[src/rtl/prime_test_sequencer.sv]
// prime_test_sequencer
// Control FSM for the prime-detection datapath. A test number accepted on
// start is first sent to the square-root engine. Trial division then runs
// through the shared remainder engine with divisors 2,3,5,7,... up to
// floor(sqrt(n)). The FSM reports prime/not-prime, how many divisions were
// issued and how many cycles the test took. Every output comes from a
// flop, so the engines and the display logic never see combinational glitches.

module prime_test_sequencer #(
   parameter int WIDTH = 32,
   parameter int CNT_W = 32
) (
   input  logic             clk,
   input  logic             reset,
   input  logic             start,
   input  logic [WIDTH-1:0] test_number,
   input  logic             abort,
   output logic             busy,
   output logic             done,
   output logic             is_prime,
   output logic [CNT_W-1:0] divisor_count,
   output logic [CNT_W-1:0] cycle_count,
   output logic             sqrt_req,
   output logic [WIDTH-1:0] sqrt_operand,
   input  logic             sqrt_ack,
   input  logic [WIDTH-1:0] sqrt_result,
   output logic             div_req,
   output logic [WIDTH-1:0] div_dividend,
   output logic [WIDTH-1:0] div_divisor,
   input  logic             div_ack,
   input  logic [WIDTH-1:0] div_remainder
);

   typedef enum logic [2:0] {
      S_IDLE      = 3'd0,
      S_SQRT_WAIT = 3'd1,
      S_CHECK     = 3'd2,
      S_DIV_WAIT  = 3'd3,
      S_DONE      = 3'd4
   } state_t;

   // Trial divisor is one bit wider than the operand, so d+2 can never wrap
   // back below the root and cause an endless loop.
   localparam logic [WIDTH:0] D_TWO   = {{(WIDTH-1){1'b0}}, 2'b10};
   localparam logic [WIDTH:0] D_THREE = {{(WIDTH-1){1'b0}}, 2'b11};

   state_t           r_state;
   state_t           w_state_next;

   logic [WIDTH-1:0] r_n;
   logic [WIDTH-1:0] r_root;
   logic [WIDTH:0]   r_d;
   logic [WIDTH-1:0] r_divisor;
   logic             r_busy;
   logic             r_done;
   logic             r_is_prime;
   logic             r_sqrt_req;
   logic             r_div_req;
   logic [CNT_W-1:0] r_div_cnt;
   logic [CNT_W-1:0] r_cyc_cnt;

   logic [WIDTH-1:0] w_n_next;
   logic [WIDTH-1:0] w_root_next;
   logic [WIDTH:0]   w_d_next;
   logic [WIDTH-1:0] w_divisor_next;
   logic             w_busy_next;
   logic             w_done_next;
   logic             w_is_prime_next;
   logic             w_sqrt_req_next;
   logic             w_div_req_next;
   logic [CNT_W-1:0] w_div_cnt_next;
   logic [CNT_W-1:0] w_cyc_cnt_next;

   logic             w_accept;
   logic             w_n_small;
   logic             w_active;
   logic             w_abort;
   logic             w_sqrt_fire;
   logic             w_div_fire;
   logic             w_div_exact;
   logic             w_past_root;
   logic [WIDTH:0]   w_d_step;
   logic [CNT_W-1:0] w_div_cnt_inc;
   logic [CNT_W-1:0] w_cyc_cnt_inc;

   // Decoded conditions shared by the next-state and datapath logic.
   // Acks only count while the matching request is actually up, so a late
   // ack after abort or reset falls on the floor.
   assign w_accept    = (r_state == S_IDLE) && start;
   assign w_n_small   = (test_number[WIDTH-1:1] == '0);
   assign w_active    = (r_state == S_SQRT_WAIT) || (r_state == S_CHECK) ||
                        (r_state == S_DIV_WAIT);
   assign w_abort     = abort && w_active;
   assign w_sqrt_fire = sqrt_ack && r_sqrt_req;
   assign w_div_fire  = div_ack && r_div_req;
   assign w_div_exact = (div_remainder == '0);
   assign w_past_root = (r_d > {1'b0, r_root});
   assign w_d_step    = (r_d == D_TWO) ? D_THREE : (r_d + D_TWO);

   assign w_div_cnt_inc = (r_div_cnt == '1) ? r_div_cnt : (r_div_cnt + CNT_W'(1));
   assign w_cyc_cnt_inc = (r_cyc_cnt == '1) ? r_cyc_cnt : (r_cyc_cnt + CNT_W'(1));

   // State register.
   always_ff @(posedge clk or negedge reset) begin
      if (!reset) begin
         r_state <= S_IDLE;
      end else begin
         r_state <= w_state_next;
      end
   end

   // Next-state logic; abort beats any ack that arrives in the same cycle.
   always_comb begin
      w_state_next = r_state;
      case (r_state)
         S_IDLE: begin
            if (start) begin
               w_state_next = w_n_small ? S_DONE : S_SQRT_WAIT;
            end
         end
         S_SQRT_WAIT: begin
            if (abort) begin
               w_state_next = S_IDLE;
            end else if (w_sqrt_fire) begin
               w_state_next = S_CHECK;
            end
         end
         S_CHECK: begin
            if (abort) begin
               w_state_next = S_IDLE;
            end else if (w_past_root) begin
               w_state_next = S_DONE;
            end else begin
               w_state_next = S_DIV_WAIT;
            end
         end
         S_DIV_WAIT: begin
            if (abort) begin
               w_state_next = S_IDLE;
            end else if (w_div_fire) begin
               w_state_next = w_div_exact ? S_DONE : S_CHECK;
            end
         end
         // The result has already been published in DONE, so an abort there
         // is not allowed to retract it.
         S_DONE: begin
            w_state_next = S_IDLE;
         end
         default: begin
            w_state_next = S_IDLE;
         end
      endcase
   end

   // Output and datapath next values; handshake flags follow the next state
   // so that each request rises on state entry and drops after its ack.
   always_comb begin
      w_n_next        = r_n;
      w_root_next     = r_root;
      w_d_next        = r_d;
      w_divisor_next  = r_divisor;
      w_is_prime_next = r_is_prime;
      w_div_cnt_next  = r_div_cnt;
      w_cyc_cnt_next  = r_cyc_cnt;

      w_busy_next     = (w_state_next == S_SQRT_WAIT) || (w_state_next == S_CHECK) ||
                        (w_state_next == S_DIV_WAIT);
      w_done_next     = (w_state_next == S_DONE);
      w_sqrt_req_next = (w_state_next == S_SQRT_WAIT);
      w_div_req_next  = (w_state_next == S_DIV_WAIT);

      // Elapsed cycles: restart at accept, then count every non-idle cycle,
      // including the DONE cycle. An abort freezes the count.
      if (w_accept) begin
         w_cyc_cnt_next = '0;
      end else if ((r_state != S_IDLE) && !w_abort) begin
         w_cyc_cnt_next = w_cyc_cnt_inc;
      end

      if (w_accept) begin
         w_n_next        = test_number;
         w_is_prime_next = 1'b0;
         w_div_cnt_next  = '0;
      end else if (w_abort) begin
         w_is_prime_next = 1'b0;
      end else begin
         case (r_state)
            S_SQRT_WAIT: begin
               if (w_sqrt_fire) begin
                  w_root_next = sqrt_result;
                  w_d_next    = D_TWO;
               end
            end
            S_CHECK: begin
               if (w_past_root) begin
                  w_is_prime_next = 1'b1;
               end else begin
                  // d <= root here, and root fits WIDTH bits, so the top bit is zero.
                  w_divisor_next = r_d[WIDTH-1:0];
                  w_div_cnt_next = w_div_cnt_inc;
               end
            end
            S_DIV_WAIT: begin
               if (w_div_fire) begin
                  if (w_div_exact) begin
                     w_is_prime_next = 1'b0;
                  end else begin
                     w_d_next = w_d_step;
                  end
               end
            end
            default: begin
            end
         endcase
      end
   end

   // Datapath and output registers, cleared asynchronously so requests drop at once.
   always_ff @(posedge clk or negedge reset) begin
      if (!reset) begin
         r_n        <= '0;
         r_root     <= '0;
         r_d        <= '0;
         r_divisor  <= '0;
         r_busy     <= 1'b0;
         r_done     <= 1'b0;
         r_is_prime <= 1'b0;
         r_sqrt_req <= 1'b0;
         r_div_req  <= 1'b0;
         r_div_cnt  <= '0;
         r_cyc_cnt  <= '0;
      end else begin
         r_n        <= w_n_next;
         r_root     <= w_root_next;
         r_d        <= w_d_next;
         r_divisor  <= w_divisor_next;
         r_busy     <= w_busy_next;
         r_done     <= w_done_next;
         r_is_prime <= w_is_prime_next;
         r_sqrt_req <= w_sqrt_req_next;
         r_div_req  <= w_div_req_next;
         r_div_cnt  <= w_div_cnt_next;
         r_cyc_cnt  <= w_cyc_cnt_next;
      end
   end

   assign busy          = r_busy;
   assign done          = r_done;
   assign is_prime      = r_is_prime;
   assign divisor_count = r_div_cnt;
   assign cycle_count   = r_cyc_cnt;
   assign sqrt_req      = r_sqrt_req;
   assign sqrt_operand  = r_n;
   assign div_req       = r_div_req;
   assign div_dividend  = r_n;
   assign div_divisor   = r_divisor;

endmodule

[config.mk]
export PLATFORM = sky130hd
export DESIGN_NAME = prime_test_sequencer
export DESIGN_NICKNAME = d
export VERILOG_FILES = /design/src/rtl/prime_test_sequencer.sv
export SDC_FILE = /design/constraint.sdc
export NUM_CORES = 1
export LEC_CHECK = 0
export ABC_CLOCK_PERIOD_IN_PS = 6500
export CORE_MARGIN = 2
export CORE_UTILIZATION = 24
export DETAILED_ROUTE_END_ITERATION = 7
export HOLD_SLACK_MARGIN = 0.05
export PLACE_DENSITY_LB_ADDON = 0.15
export SLEW_MARGIN = 20
export SYNTH_ARGS = -nofsm -noshare
export SYNTH_HDL_FRONTEND = slang
export SYNTH_SLANG_ARGS = --single-unit
[constraint.sdc]
create_clock -name clk -period 6.5 [get_ports clk]
set_input_delay 1.3 -clock clk [delete_from_list [all_inputs] [get_ports clk]]
set_output_delay 1.3 -clock clk [all_outputs]
set_load 0.02 [all_outputs]
Word level (Yosys, flattened, before mapping)
Index checks and enable logic that the tools add are counted.
Widths: inputs -> output; s select.
{"block": "word_totals", "input_bits": 102, "ff_bits": 201, "output_inout_bits": 165, "word_cells": 92}
{"block": "classes", "reduce_logical": 24, "muxes": 29, "order_cmp": 1, "n_eq_ne": 20, "add_sub_neg": 3, "n_bitwise": 3}
{"op": "$mux 32", "count": 8}
{"op": "$mux 33", "count": 4}
{"op": "$pmux 33 s2", "count": 1}
{"op": "$add 32x1->32 const B", "count": 2}
{"op": "$eq 32x32->1 const B", "count": 2}
{"op": "$add 33x2->33 const B", "count": 1}
{"op": "$eq 33x2->1 const B", "count": 1}
{"op": "$gt 33x32->1", "count": 1}
{"op": "$logic_not 32->1", "count": 1}
{"op": "$logic_not 31->1", "count": 1}
{"op": "$mux 3", "count": 9}
{"op": "$reduce_and 4->1", "count": 4}
{"op": "$ne 2x2->1 const B", "count": 7}
{"op": "$eq 3x2->1 const B", "count": 4}
{"op": "$ne 4x4->1 const B", "count": 3}
{"op": "$pmux 3 s4", "count": 1}
{"op": "$eq 3x1->1 const B", "count": 2}
{"op": "$reduce_and 6->1", "count": 1}
{"op": "$reduce_bool 2->1", "count": 3}
{"op": "$logic_and 1x1->1", "count": 5}
{"op": "$mux 1", "count": 5}
{"op": "$logic_or 1x1->1", "count": 4}
{"op": "$reduce_bool 4->1", "count": 1}
{"op": "$eq 3x3->1 const B", "count": 1}
{"op": "6 further kinds", "count": 8}

Logic depth before layout (Yosys ltp)
Gate-level depths: netlist of the first run.
{"block": "depth", "depth_word": 8, "depth_mapped": 11, "ltp_nobuf": 9}

Least setup slack after synthesis of the first run
OpenSTA, ideal clock, no wires.
{"block": "synth_path", "path_type": "input -> register", "startpoint": "input test_number[3]", "endpoint": "register r_d[29]", "setup_ps": 132, "stages": 8, "arrival_ps": 2990, "setup_slack_ps": 3378, "required_time_ps": 6368, "path_buffers": 1, "path_cell_list": "nor4_1 nand4_1 o21ai_0 nand4bb_2 buf_2 nor4b_1 xnor2_1 nor2_1"}
{"item": "start, declared", "line_no": "16", "rtl": "input logic [WIDTH-1:0] test_number,"}
{"item": "end signal, assigned", "line_no": "235", "rtl": "r_d <= w_d_next;"}
{"item": "end, declared", "line_no": "52", "rtl": "logic [WIDTH:0] r_d;"}

==> results.ini, run 1 <==
[setup_path]
slowest_delay_ns=0.56
slowest_stage=nor4_1
critPathLaunchType=input port
arrival_ns=4.64
crit_type=in2reg
crit_path_max_fanout=20
cp_data_required_time_ns=6.93
crit_chain=clkdlybuf4s50_1, nor4_1, nand4_1, o21ai_0, nand4bb_2, buf_4, or2_2, o41ai_1
cp-end-kind=flip-flop

[sta]
tightest_slew_ns=0.920
slew_headroom_pct=38.4
period_needed_ns=4.21
setup_slack_ns=2.29
rsz0062_at_grt=false
slew_viol_final=0
fin_skew_ns=0.0217
setup_viol=0
fin_tns_setup_ns=0
fmax_mhz=238
min_period_over_period_pct=64.7
final_hold_viol_count=0

[logic_synthesis]
synth-simple-area-share_pct=25.1
syn_inst=1129
ys_warn_count=0
synth_edf_count=0
synth_mux_area_share_pct=4.56
async_reset_ff_share_pct=100
yosysSeqAreaShare_pct=47.4
synth_xor_area_share_pct=2.56
synthFlopType=dfrtp_1
synth_adder_area_share_pct=4.13
synth_cell_types=72
synthesis.nets=1266
netlist_area_um2=10600
synth_top_family_by_area=simple AND/OR/NAND/NOR gates
syn_area_per_cell_um2=9.40
synth_compound_area_share_pct=9.97
synth_seq_cells=201

[floorplanning]
start_util_pct=24.1
fp.dieH_um=214
dieArea_um2=45900
dieWidth_um=214
row_count=77
core_area_um2=43900
io_pins=267

[detailed_routing]
drc_errors=0
drt_first_pass_iters=5
wl_per_cell_um=17.6
via_per_inst=4.61
vias=9048
antenna_left=0
wl_um=34600
drtIter0Drc=426

[clocking]
h-tree-depth=1
clkSinkCount=201
cts_tree=built
clock_path_buffers=3
ctsResizeCount=0
cts_buffers=27
clk_pin_slew_ns=0.06
postCtsSetupBuffers=0
cts_hold_buf=0
root_buffer=clkbuf_16
clk_latency_ns=0.55

[status]
run_status=complete, no violations

[final_layout]
area_growth_pct=36.9
final_common_cell=clkdlybuf4s50_1
antennaDiodeCount=0
layout-drive-gt1-share_pct=8.97
nets=1492
most-common-layout-cells=265 x clkdlybuf4s50_1, 201 x dfrtp_1, 198 x nand2_1, 87 x o21ai_0, 69 x nor2_1

[run]
max-cap-violations=0

[power_and_ir_drop]
powerDensity_nw_per_um2=329
vdd_ir_drop_max_v=0.000172
power.leakage_uw=0.00614

[placed_design]
pre_cts_ws_ns=1.52
place_hpwl_um=24400
place_congestion=0.780
portBuffers=266

[grt]
grt_usage_pct=14.8
gr-total-overflow=0
grt_max_degree=139
grt_first_pass_wirelength_um=54300
grt_pass1_vias=8905
antenna_found_initial=0

[worst_hold_path]
min_path_type=reg2reg

==> routing by layer <==
layer	track usage [%]	up-vias	wire [um]
li1	-	4431	-
met1	21.1	4344	16800
met2	23.3	232	15500
met3	2.55	41	1680
met4	3.73	0	617
met5	0	-	0
==> worst paths after layout <==
kind / depth (start not counted) / startpoint / slack [ns] / end
min: 2 / div_dividend[9]$_DFFE_PN0P_ / 0.50 / div_dividend[9]$_DFFE_PN0P_
max in group asynchronous: 2 / reset / 4.49 / div_divisor[12]$_DFFE_PN0P_
min in group asynchronous: 1 / reset / 0.75 / cycle_count[6]$_DFFE_PN0P_
max reg2reg: 8 / r_d[7]$_DFFE_PN0P_ / 2.69 / div_divisor[1]$_DFFE_PN0P_
min reg2reg: 2 / div_dividend[9]$_DFFE_PN0P_ / 0.50 / div_dividend[9]$_DFFE_PN0P_
max: 8 / test_number[20] / 2.29 / r_d[16]$_DFFE_PN0P_
==> where the power goes <==
group | total, uW | internal (uW) | switching [uW]
logic | 1620 | 695 | 925
clock network | 1470 | 894 | 578
registers | 1680 | 1500 | 184
total | 4770 | 3090 | 1690
==> stage by stage <==
step           cells  total power, uW  util [%]  area [um^2]  hold slack (ns)
6_report        1964             4770      33.1        14500            0.497
5_1_grt         1964             5080      33.1        14500            0.521
4_1_cts         1963             4860      33.0        14500            0.506
3_5_place_dp    1917             3350      31.0        13600            0.492
3_3_place_gp    1917             3330      31.0        13600            0.484
2_1_floorplan   1129             2680         -        10600            0.487
==> critical path, delay by kind of cell <==
family | cells | cell delay, ns
compound gates | 2 | 0.78
simple gates | 4 | 1.73
buf+inv | 2 | 0.81
==> cells in the mapped netlist, types with 16 or more instances <==
cell type	count	area share, %
nand3_1	35	1.7
buf_4	36	2.5
o31ai_1	16	1.1
nor4_1	36	2.1
nand4_1	48	2.8
inv_1	49	1.7
o21ai_0	87	4.1
xnor2_1	16	1.3
mux2_2	32	3.4
nand2_1	198	7.0
clkbuf_1	30	1.1
nor2_1	70	2.5
a21oi_1	41	1.9
ha_1	35	4.1
dfrtp_1	201	47
==> registers in the layout (all words and copies together) (netlist names) <==
name and cells:
sqrt_req 1, done 1, div_dividend 32, r_root 32, r_state 3, busy 1
is_prime 1, div_req 1, r_d 33, divisor_count 32, cycle_count 32, div_divisor 32
==> cell families (layout without fill, tap and decap cells) <==
group,Yosys count,after routing
xor+xnor,31,31
compound gates,180,180
fa+ha+maj,35,35
flops,201,201
buf+inv,128,371
simple gates,510,510
mux,44,44
==> layout make-up <==
class                           instances  area (um^2)
Clock buffer                           39          771
Timing Repair Buffer                  276         2770
Sequential cell                       201         5030
Fill cell                            4575        29400
Clock inverter                          7         91.3
Inverter                               49          184
Tap cell                              592          741
Multi-Input combinational cell        800         4940
No activity file was read; power rests on OpenSTA's default activity.
==> run 2: changes to the inputs <==
--- a/config.mk
+++ b/config.mk
@@ -5,7 +5,7 @@
 export SDC_FILE = /design/constraint.sdc
 export NUM_CORES = 1
 export LEC_CHECK = 0
-export ABC_CLOCK_PERIOD_IN_PS = 6500
+export ABC_CLOCK_PERIOD_IN_PS = 3450
 export CORE_MARGIN = 2
 export CORE_UTILIZATION = 24
 export DETAILED_ROUTE_END_ITERATION = 7
==> constraint.sdc (replaced) <==
create_clock -name clk -period 3.45 [get_ports clk]
set_input_delay 0.69 -clock clk [delete_from_list [all_inputs] [get_ports clk]]
set_output_delay 0.69 -clock clk [all_outputs]
set_load 0.02 [all_outputs]
==> run 2 against run 1 <==
Power rose by 88%. Largest cell class unchanged. Via count rose by 1.8%. Non-clock buffer count rose by 40.
==> results.ini, run 2 (same netlist as run 1, synthesis figures left out) <==
[power_and_ir_drop]
seqPwrFrac_pct=35.0
power_frac_comb_pct=35.4
switching_share_pct=35.4
powerDensity_nw_per_um2=603
p_clk_share_pct=29.7
power_switching_uw=3180
power.leakage_uw=0.00636
p_int_uw=5790
vdd_ir_drop_max_v=0.000343

[final_layout]
area_growth_pct=40.1
stdcell_count=2005
antennaDiodeCount=0
most-common-layout-cells=265 x clkdlybuf4s50_1, 201 x dfrtp_1, 198 x nand2_1, 87 x o21ai_0, 69 x nor2_1
num-fill-cells=4577
final_common_cell=clkdlybuf4s50_1
layout-drive-gt1-share_pct=11.8
nets=1531
final_cell_area_um2=14900
largest_reg_flops=33
regMostFlops=r_d

[sta]
setup_slack_ns=0.315
tightest_slew_ns=0.711
whs_ns=0.131
fin_skew_ns=0.0125
rsz0062_at_grt=false
final_hold_viol_count=0
period_needed_ns=3.14
fmax_mhz=319
slew_headroom_pct=52.3
min_period_over_period_pct=90.9
slew_viol_final=0
setup_viol=0
fin_tns_setup_ns=0

[floorplanning]
fp.dieH_um=214
io_pins=267
row_count=77
start_util_pct=24.1
dieArea_um2=45900
dieWidth_um=214
core_area_um2=43900

[clocking]
clk_latency_ns=0.54
clock_path_buffers=3
h-tree-depth=1
root_buffer=clkbuf_16
clk_pin_slew_ns=0.06
cts_tree=built
postCtsSetupBuffers=0
cts_hold_buf=0
ctsResizeCount=0
clkSinkCount=201
cts_buffers=26

[grt]
grt_max_degree=87
grt_pass1_vias=9138
grt_usage_pct=14.9
gr-total-overflow=0
antenna_found_initial=1
grt_first_pass_wirelength_um=54800

[setup_path]
crit_chain=ha_1, nand4_1, nor4_1, nand3b_1, and4_1, a21o_1, nand2_2, buf_12, mux2_2
cp_data_required_time_ns=3.87
critPathLaunchType=flip-flop
arrival_ns=3.56
worst-path-buf-inv=1
cp-end-kind=flip-flop
crit_path_max_fanout=32
critPathTopFamily=simple AND/OR/NAND/NOR gates
slowest_delay_ns=0.55
slowest_stage=nor4_1
crit_type=reg2reg

[detailed_routing]
antenna_left=0
wl_per_cell_um=17.4
drc_errors=0
wl_um=34900
drtIter0Drc=467
drt_first_pass_iters=5
vias=9211
via_per_inst=4.59

[placed_design]
place_congestion=0.782
dp_cells=1958
portBuffers=266
placed_cell_area_um2=14000
pre_cts_ws_ns=-0.247
place_hpwl_um=25600

[status]
run_status=complete, no violations

[run]
max-cap-violations=0

[worst_hold_path]
min_path_type=in2async

## run 2: cell type report
cell class                      instances  area [um^2]  share of cell area [%]
Inverter                               49          184                    1.24
Clock buffer                           38          787                    5.30
Sequential cell                       201         5030                    33.8
Tap cell                              592          741                    4.98
Clock inverter                          9         53.8                   0.362
Timing Repair Buffer                  316         3130                    21.1
Multi-Input combinational cell        800         4940                    33.2
## run 2: path summary, 6_finish.rpt
path / cells past startpoint / start / slack [ns] / endpoint
min in group clk: 2 / div_dividend[22]$_DFFE_PN0P_ / 0.50 / div_dividend[22]$_DFFE_PN0P_
worst min register to register: 2 / div_dividend[22]$_DFFE_PN0P_ / 0.50 / div_dividend[22]$_DFFE_PN0P_
max in group asynchronous: 2 / reset / 2.50 / div_divisor[22]$_DFFE_PN0P_
worst max-delay path: 9 / r_d[14]$_DFFE_PN0P_ / 0.31 / div_divisor[5]$_DFFE_PN0P_
worst min-delay path: 1 / reset / 0.13 / cycle_count[6]$_DFFE_PN0P_
worst max register to register: 9 / r_d[14]$_DFFE_PN0P_ / 0.31 / div_divisor[5]$_DFFE_PN0P_
## run 2: power by group through the flow
stage	combinational, uW	clock (uW)	sequential [uW]
4_1_cts	3230	2760	3150
2_1_floorplan	1650	0	3390
5_1_grt	3480	2860	3210
6_report	3170	2660	3130
3_5_place_dp	3220	0	3190
3_3_place_gp	3200	0	3180
## run 2: metal layers
| layer | GRT usage [%] | vias up | part of all wire [%] |
|---|---|---|---|
| li1 | - | 4497 | - |
| met1 | 21.1 | 4456 | 48 |
| met2 | 23.3 | 221 | 45 |
| met3 | 2.75 | 35 | 5.0 |
| met4 | 3.94 | 2 | 1.9 |
| met5 | 0 | - | 0.037 |
## run 2: stage by stage
| step | utilization, % | power (uW) |
|---|---|---|
| 3_3_place_gp | 31.9 | 6380 |
| 4_1_cts | 33.8 | 9140 |
| 6_report | 33.8 | 8960 |
| 5_1_grt | 33.8 | 9540 |
| 3_5_place_dp | 31.9 | 6410 |
| 2_1_floorplan | - | 5040 |
## run 2: worst reg2reg max path: stages (launching register included)
cell	delay, ns
dfrtp_1	0.48
ha_1	0.36
nand4_1	0.20
nor4_1	0.55
nand3b_1	0.21
and4_1	0.29
a21o_1	0.22
nand2_2	0.09
buf_12	0.22
mux2_2	0.40
==> run 3: changes to the inputs <==
--- a/config.mk
+++ b/config.mk
@@ -9,6 +9,7 @@
 export CORE_MARGIN = 2
 export CORE_UTILIZATION = 24
 export DETAILED_ROUTE_END_ITERATION = 7
+export GPL_TIMING_DRIVEN = 0
 export HOLD_SLACK_MARGIN = 0.05
 export PLACE_DENSITY_LB_ADDON = 0.15
 export SLEW_MARGIN = 20
==> run 3 against run 2 <==
First-iteration DRC count grew 14%. Clock power grew 2%. Die area is the same. Via count grew 3.1%. Worst hold slack lost 0.072 ns. Critical endpoint is now div_divisor[12]$_DFFE_PN0P_.
==> results.ini, run 3 (same netlist as run 1, synthesis figures left out) <==
[placed_design]
place_hpwl_um=27600
dp_cells=1989
place_congestion=0.798
placed_cell_area_um2=14100
portBuffers=266

[sta]
period_needed_ns=3.22
fin_tns_setup_ns=0
setup_viol=0
fmax_mhz=310
tightest_slew_ns=0.949
slew_headroom_pct=36.5
min_period_over_period_pct=93.4
rsz0062_at_grt=false
fin_skew_ns=0.0227
slew_viol_final=0
final_hold_viol_count=0

[grt]
grt_pass1_vias=9469
gr-total-overflow=0
antenna_found_initial=4
grt_first_pass_wirelength_um=57400
grt_usage_pct=15.8
grt_max_degree=89

[final_layout]
layout-drive-gt1-share_pct=11.7
fin_util_pct=34.1
area_growth_pct=41.1
stdcell_count=2037
final_common_cell=clkdlybuf4s50_1
most-common-layout-cells=265 x clkdlybuf4s50_1, 201 x dfrtp_1, 198 x nand2_1, 86 x o21ai_0, 70 x nor2_1
largest_reg_flops=33
nets=1562
regMostFlops=r_d
num-fill-cells=4595
final_cell_area_um2=15000

[power_and_ir_drop]
power_frac_comb_pct=36.7
vdd_ir_drop_max_v=0.000360
power.leakage_uw=0.00638
seqPwrFrac_pct=34.0
p_clk_share_pct=29.3
power_switching_uw=3290
switching_share_pct=35.4
p_int_uw=6000
powerDensity_nw_per_um2=620

[clocking]
root_buffer=clkbuf_16
clk_pin_slew_ns=0.06
clkSinkCount=201
cts_hold_buf=0
clock_path_buffers=3
cts_tree=built
clk_latency_ns=0.55
cts_buffers=26
postCtsSetupBuffers=0
h-tree-depth=1

[floorplanning]
dieArea_um2=45900
core_area_um2=43900
dieWidth_um=214
start_util_pct=24.1
row_count=77
fp.dieH_um=214
io_pins=267

[detailed_routing]
met3_length_um=2090
via_per_inst=4.66
antenna_left=0
vias=9496
wl_met2_um=16500
drc_errors=0
wl_met1_um=17500
top_layer_used=met5
wl_per_cell_um=18.0
drt_first_pass_iters=5
drtIter0Drc=533
wl_um=36700

[setup_path]
critPathTopFamily=simple AND/OR/NAND/NOR gates
crit_type=reg2reg
crit_path_max_fanout=10
crit_path_start=r_d[28]$_DFFE_PN0P_
worst-path-buf-inv=2
cp_data_required_time_ns=3.87
slowest_stage=dfrtp_1
cp-end-kind=flip-flop
reg2reg_from=r_d[28]$_DFFE_PN0P_
critPathLaunchType=flip-flop
crit_chain=ha_1, nand4_1, nor4_4, nand3b_1, and4_1, a21o_1, buf_2, nand2_2, buf_4, mux2_2
slowest_delay_ns=0.44
arrival_ns=3.64

[status]
run_status=complete, no violations

[worst_hold_path]
min_path_type=in2async

[run]
max-cap-violations=0

run 3: changes by cell type in the layout (fill, tap and decap cells not counted), moves of 2 or more:
cell      delta
nor4_1       -2
clkbuf_1    +30
buf_2        +7
buf_16       +2
buf_12       -7
buf_6        +3
buf_4        -7
run 3: layer usage:
layer | up-vias | global-route usage, %
li1 | 4580 | -
met5 | - | 0
met3 | 41 | 3.33
met1 | 4640 | 22.3
met2 | 229 | 24.8
met4 | 6 | 3.43
run 3: timing repair:
item	CTS	global route
pin swaps	0	0
resized for setup	2	5
hold endpoints to repair	0	0
endpoints found under the setup margin	19	49
run 3: power by group through the flow:
stage               logic, uW  registers [uW]  clock network, uW
finish                   3410            3160               2720
global route             3730            3230               2900
CTS                      3450            3180               2820
detailed placement       3440            3210                  0
global placement         3400            3210                  0
floorplan                1650            3390                  0
run 3: path summary, 6_finish.rpt:
check / slack [ns] / to / depth (start not counted)
setup / recovery: 0.23 / div_divisor[12]$_DFFE_PN0P_ / 10
hold / removal: 0.06 / cycle_count[4]$_DFFE_PN0P_ / 1
setup reg to reg: 0.23 / div_divisor[12]$_DFFE_PN0P_ / 10
hold reg to reg: 0.50 / div_divisor[2]$_DFFE_PN0P_ / 1
max in group asynchronous: 2.55 / div_divisor[19]$_DFFE_PN0P_ / 2
min in group clk: 0.50 / div_divisor[2]$_DFFE_PN0P_ / 1
run 3: layout make-up:
type	instances	area, um^2	area share [%]
Antenna cell	1	2.50	0.0167
Buffer	79	483	3.23
Clock buffer	37	773	5.17
Clock inverter	10	81.3	0.543
Inverter	49	184	1.23
Multi-Input combinational cell	800	4950	33.1
Sequential cell	201	5030	33.6
Tap cell	592	741	4.95
Timing Repair Buffer	268	2720	18.2
run 3: worst reg2reg max path, cell delays in order, from the launching register on:
cell and delay, ns:
dfrtp_1 0.44, ha_1 0.34, nand4_1 0.30, nor4_4 0.43, nand3b_1 0.14, and4_1 0.25, a21o_1 0.19, buf_2 0.20
nand2_2 0.23, buf_4 0.26, mux2_2 0.35
run 3: per-stage QoR:
| step | hold slack (ns) | power, uW | worst slack, ns |
|---|---|---|---|
| 5_1_grt | 0.0771 | 9870 | 0.0284 |
| 4_1_cts | 0.0598 | 9440 | 0.102 |
| 3_3_place_gp | 0.487 | 6610 | -7.73 |
| 2_1_floorplan | 0.394 | 5040 | 0.816 |
| 6_report | 0.0585 | 9280 | 0.229 |
| 3_5_place_dp | 0.489 | 6650 | -0.731 |
